===== src/rtl/usb_dpdm_tx.sv =====
// USB D+/D- line driver: maps NRZI bits to J/K symbols and appends the
// SE0/J end-of-packet sequence, with a watchdog that forces EOP on runaway packets.
module usb_dpdm_tx #(
    parameter int unsigned SE0_CYCLES = 2,
    parameter int unsigned J_CYCLES   = 1,
    parameter int unsigned MAX_BITS   = 1024,
    parameter bit          LOW_SPEED  = 1'b0
) (
    input  logic clk,
    input  logic rst_n,
    input  logic s_in,
    input  logic start_dpdm,
    input  logic eop,
    output logic dp,
    output logic dm,
    output logic oe,
    output logic busy,
    output logic done,
    output logic abort
);

    localparam int unsigned CNT_W = $clog2(MAX_BITS + 1);
    localparam logic [CNT_W-1:0] WD_LAST  = CNT_W'(MAX_BITS - 1);
    localparam logic [3:0]       SE0_LAST = 4'(SE0_CYCLES);
    localparam logic [3:0]       J_LAST   = 4'(J_CYCLES);
    localparam logic             J_DP     = !LOW_SPEED;
    localparam logic             J_DM     = LOW_SPEED;

    typedef enum logic [1:0] {
        S_IDLE,
        S_DATA,
        S_SE0,
        S_EOPJ
    } state_t;

    state_t           r_state;
    logic [CNT_W-1:0] r_bit_cnt;
    logic [3:0]       r_se0_cnt;
    logic [3:0]       r_j_cnt;
    logic             r_dp;
    logic             r_dm;
    logic             r_oe;
    logic             r_busy;
    logic             r_done;
    logic             r_abort;

    // s_in=1 is J; low speed swaps which line is high for J
    logic w_sym_dp;
    assign w_sym_dp = s_in ^ LOW_SPEED;

    always_ff @(posedge clk) begin
        if (!rst_n) begin
            r_state   <= S_IDLE;
            r_bit_cnt <= '0;
            r_se0_cnt <= '0;
            r_j_cnt   <= '0;
            r_dp      <= J_DP;
            r_dm      <= J_DM;
            r_oe      <= 1'b0;
            r_busy    <= 1'b0;
            r_done    <= 1'b0;
            r_abort   <= 1'b0;
        end else begin
            r_done  <= 1'b0;
            r_abort <= 1'b0;
            case (r_state)
                S_IDLE: begin
                    if (start_dpdm) begin
                        r_state   <= S_DATA;
                        r_oe      <= 1'b1;
                        r_busy    <= 1'b1;
                        r_dp      <= w_sym_dp;
                        r_dm      <= ~w_sym_dp;
                        r_bit_cnt <= '0;
                    end else begin
                        r_oe   <= 1'b0;
                        r_busy <= 1'b0;
                        r_dp   <= J_DP;
                        r_dm   <= J_DM;
                    end
                end
                S_DATA: begin
                    // the start cycle already sent one bit, so the watchdog
                    // trips on the MAX_BITS-th DATA clock
                    if (eop || (r_bit_cnt == WD_LAST)) begin
                        r_state   <= S_SE0;
                        r_dp      <= 1'b0;
                        r_dm      <= 1'b0;
                        r_se0_cnt <= 4'd1;
                        r_abort   <= !eop;
                    end else begin
                        r_dp      <= w_sym_dp;
                        r_dm      <= ~w_sym_dp;
                        r_bit_cnt <= r_bit_cnt + 1'b1;
                    end
                end
                S_SE0: begin
                    if (r_se0_cnt == SE0_LAST) begin
                        r_state <= S_EOPJ;
                        r_dp    <= J_DP;
                        r_dm    <= J_DM;
                        r_j_cnt <= 4'd1;
                    end else begin
                        r_se0_cnt <= r_se0_cnt + 4'd1;
                    end
                end
                S_EOPJ: begin
                    if (r_j_cnt == J_LAST) begin
                        r_state <= S_IDLE;
                        r_oe    <= 1'b0;
                        r_busy  <= 1'b0;
                        r_done  <= 1'b1;
                    end else begin
                        r_j_cnt <= r_j_cnt + 4'd1;
                    end
                end
                default: begin
                    r_state <= S_IDLE;
                end
            endcase
        end
    end

    assign dp    = r_dp;
    assign dm    = r_dm;
    assign oe    = r_oe;
    assign busy  = r_busy;
    assign done  = r_done;
    assign abort = r_abort;

endmodule


===== config.mk =====
export PLATFORM = sky130hd
export DESIGN_NAME = usb_dpdm_tx
export DESIGN_NICKNAME = d
export VERILOG_FILES = /design/src/rtl/usb_dpdm_tx.sv
export SDC_FILE = /design/constraint.sdc
export NUM_CORES = 1
export LEC_CHECK = 0
export BUFFER_PORTS_ARGS = -buffer_cell sky130_fd_sc_hd__buf_2
export CORE_MARGIN = 1
export CORE_UTILIZATION = 55
export DETAILED_ROUTE_END_ITERATION = 10
export PLACE_DENSITY = 0.74
export SYNTH_ARGS = -nofsm -noshare
export SYNTH_HDL_FRONTEND = slang
export SYNTH_SLANG_ARGS = --single-unit

===== constraint.sdc =====
create_clock -name clk -period 6.1 [get_ports clk]
set_clock_uncertainty 0.1 [all_clocks]
set_input_delay 1.22 -clock clk [delete_from_list [all_inputs] [get_ports clk]]
set_output_delay 1.22 -clock clk [all_outputs]
set_load 0.02 [all_outputs]

==> impl_metrics.csv <==
group,metric,value,unit
timing,tns,0,ps
yosys,synth_ff_type,"dfxtp_1",
yosys,synthTopCellsByCount,"dfxtp_1 (26), a21oi_1 (15), nand2_1 (14), o21ai_0 (11), ha_1 (10)",
global_route,grt-ovfl-total,0,
worst_setup_path,required,6250,ps
drt,route.met3.wl,98,um
cts,cts_buffers,3,
timing,slew_headroom,37.0,%
drt,top_layer,"met4",
hold_path,min_to,"r_bit_cnt[10]",
floorplanning,die_w,53.6,um
cells_and_area,diodes,0,
worst_setup_path,r2r-end,"r_bit_cnt[4]",
yosys,syn_inst,170,
cts,clockBufferDepth,2,
cts,path_clk_slew,140,ps
timing,timing.hold.ws,394,ps
yosys,ys_types,44,
timing,clock.fmax,385,MHz
floorplanning,coreArea,2500,um^2
cts,cts_tree,"yes",
worst_setup_path,cp-end-kind,"flop",
power_and_ir_drop,power_leakage,0.593,nW
placement,dp_hpwl,2370,um
timing,rsz0062_at_grt,"false",
floorplanning,num_rows,18,
drt,ant_nets,0,
placement,io_buffers,10,
cells_and_area,syn_to_final_growth,6.92,%
drt,first_pass_iters,4,
cells_and_area,nFillCells,242,
hold_path,hold_depth,1,
yosys,yosysMostFrequentCell,"dfxtp_1",
yosys,synth_nets,185,
hold_path,min-delay-start,"r_bit_cnt[10]",
timing,fin_crit,2590,ps
yosys,ys_top_cells_by_area,"dfxtp_1 (36%), ha_1 (8.5%), a21oi_1 (5.1%)",
cells_and_area,multiInputGateArea,881,um^2
global_route,grtUsageTotal,23.7,%
yosys,synth_top_area_share,35.5,%
power_and_ir_drop,p_per_area,372,nW/um^2
timing,worst_pin_slew,936,ps
global_route,grt_max_degree,15,
cts,clockRootBuffer,"clkbuf_4",
cts,cts_post_setup_buffers_inserted,0,
yosys,ys_async_sr_fraction,0,%
timing,hold_viol,0,
yosys,yosys_warnings,0,
cells_and_area,drive_gt1_share,13.9,%
yosys,synth-seq-cells,26,
hold_path,min_path_type,"flop to flop",
floorplanning,design.die.area,2870,um^2
yosys,synth-edff-count,0,
timing,fin_crit_sh,42.5,%
worst_setup_path,r2r_setup_slack,3690,ps
yosys,synth_area_per_cell,8.62,um^2
power_and_ir_drop,power.total,0.583,mW
yosys,yosysTopAreaCell,"dfxtp_1",
drt,vias_per_cell,6.27,
cts,htreeDepth,1,
cts,holdBufCountCts,0,
cells_and_area,nNetsFinal,196,
yosys,ys_seq_area_share,35.5,%
drt,wl_met1,1400,um
global_route,antenna_found_initial,0,
floorplanning,die_h,53.6,um
worst_setup_path,reg2reg_depth,7,
cts,cts_resized,0,
worst_setup_path,arrival,2750,ps
worst_setup_path,startpoint_type,"primary input",
global_route,grt_pass1_wl,5020,um
global_route,grt_pass1_vias,1158,
worst_setup_path,crit_path_max_fanout,12,
cts,clkLatencyLatePin,310,ps
drt,wl_met2,1660,um
drt,drc_errors,0,
drt,drt_wl_total,3170,um
cts,cts_sinks,26,
drt,vias,1316,
floorplanning,io_pins,11,
timing,finalSetupViolations,0,
worst_setup_path,rr_startpoint,"r_state[1]",
status,status,"complete, no violations",
placement,place.gp.congestion,0.799,
yosys,syn_area,1470,um^2
cells_and_area,seqCellArea,520,um^2
drt,first_iter_violations,36,
timing,final_max_slew_viol_count,0,
worst_setup_path,critPathKind,"primary input to flop",
run,drv_cap,0,
drt,wl_per_cell,15.1,um
floorplanning,start_util,58.6,%
power_and_ir_drop,vdd_ir_drop_max,322,uV
logic make-up (layout without fill, tap and decap cells):
kind of cell,count (synthesis),count (layout),share of synthesized area (%)
AND/OR/NAND/NOR,64,64,25.4
AO/OA/AOI/OAI,55,55,25.5
flip-flops,26,26,35.5
buffers and inverters,14,24,4.36
adder cells (fa/ha/maj),10,10,8.54
multiplexers,1,1,0.683
registers in the layout, summed over array words and instances (netlist names):
signal	cells
dm	1
busy	1
abort	1
done	1
r_j_cnt	4
r_se0_cnt	4
r_bit_cnt	11
r_state	2
dp	1
placed cells by master (no fill, tap or decap), drive strengths merged, types with 5 or more instances in the layout:
master,synthesis,routed
dfxtp,26,26
clkbuf,3,5
o31ai,6,6
a21oi,15,15
or4,8,8
o21ai,11,11
buf,2,10
ha,10,10
nand3,5,5
nor2,7,7
nor4,5,5
inv,9,9
nand2,14,14
routing by layer:
layer | global-route usage [%] | up-vias
met5 | 0 | -
met4 | 6.14 | 0
met3 | 3.11 | 2
met2 | 44.2 | 23
met1 | 28.2 | 633
li1 | - | 658
critical path, cell delays in order:
cell	delay (ps)
buf_2	100
and2b_1	250
o21ai_0	160
clkbuf_4	220
or4_2	640
a21oi_1	150
report_power, final:
part	total [mW]	internal [mW]	switching [mW]	leakage, nW
combinational	0.278	0.101	0.177	0.361
sequential	0.218	0.195	0.0233	0.211
clock	0.0862	0.0365	0.0498	0.0210
area by class of cell:
| type | count | area share, % |
|---|---|---|
| Clock buffer | 4 | 2.32 |
| Inverter | 9 | 2.16 |
| Multi-Input combinational cell | 130 | 56.2 |
| Sequential cell | 26 | 33.2 |
| Tap cell | 30 | 2.40 |
| Timing Repair Buffer | 11 | 3.67 |
per-stage QoR:
step / cell area, um^2 / setup WS, ps / instances / utilization [%]
global placement: 1520 / 3040 / 205 / 60.9
global route: 1570 / 3430 / 210 / 62.7
finish: 1570 / 3510 / 210 / 62.7
CTS: 1560 / 3290 / 209 / 62.4
detailed placement: 1520 / 2940 / 205 / 60.9
floorplan: 1470 / 3530 / 170 / -
how the worst max path moves through the flow:
| stage | endpoint | from | cells past startpoint |
|---|---|---|---|
| global placement | r_bit_cnt[4] | eop | 5 |
| global route | r_bit_cnt[6] | eop | 6 |
| finish | r_bit_cnt[4] | eop | 6 |
| floorplan | r_bit_cnt[4] | eop | 4 |
| CTS | r_bit_cnt[7] | eop | 5 |
| detailed placement | r_bit_cnt[7] | eop | 5 |
No activity file was read; power rests on OpenSTA's default activity.
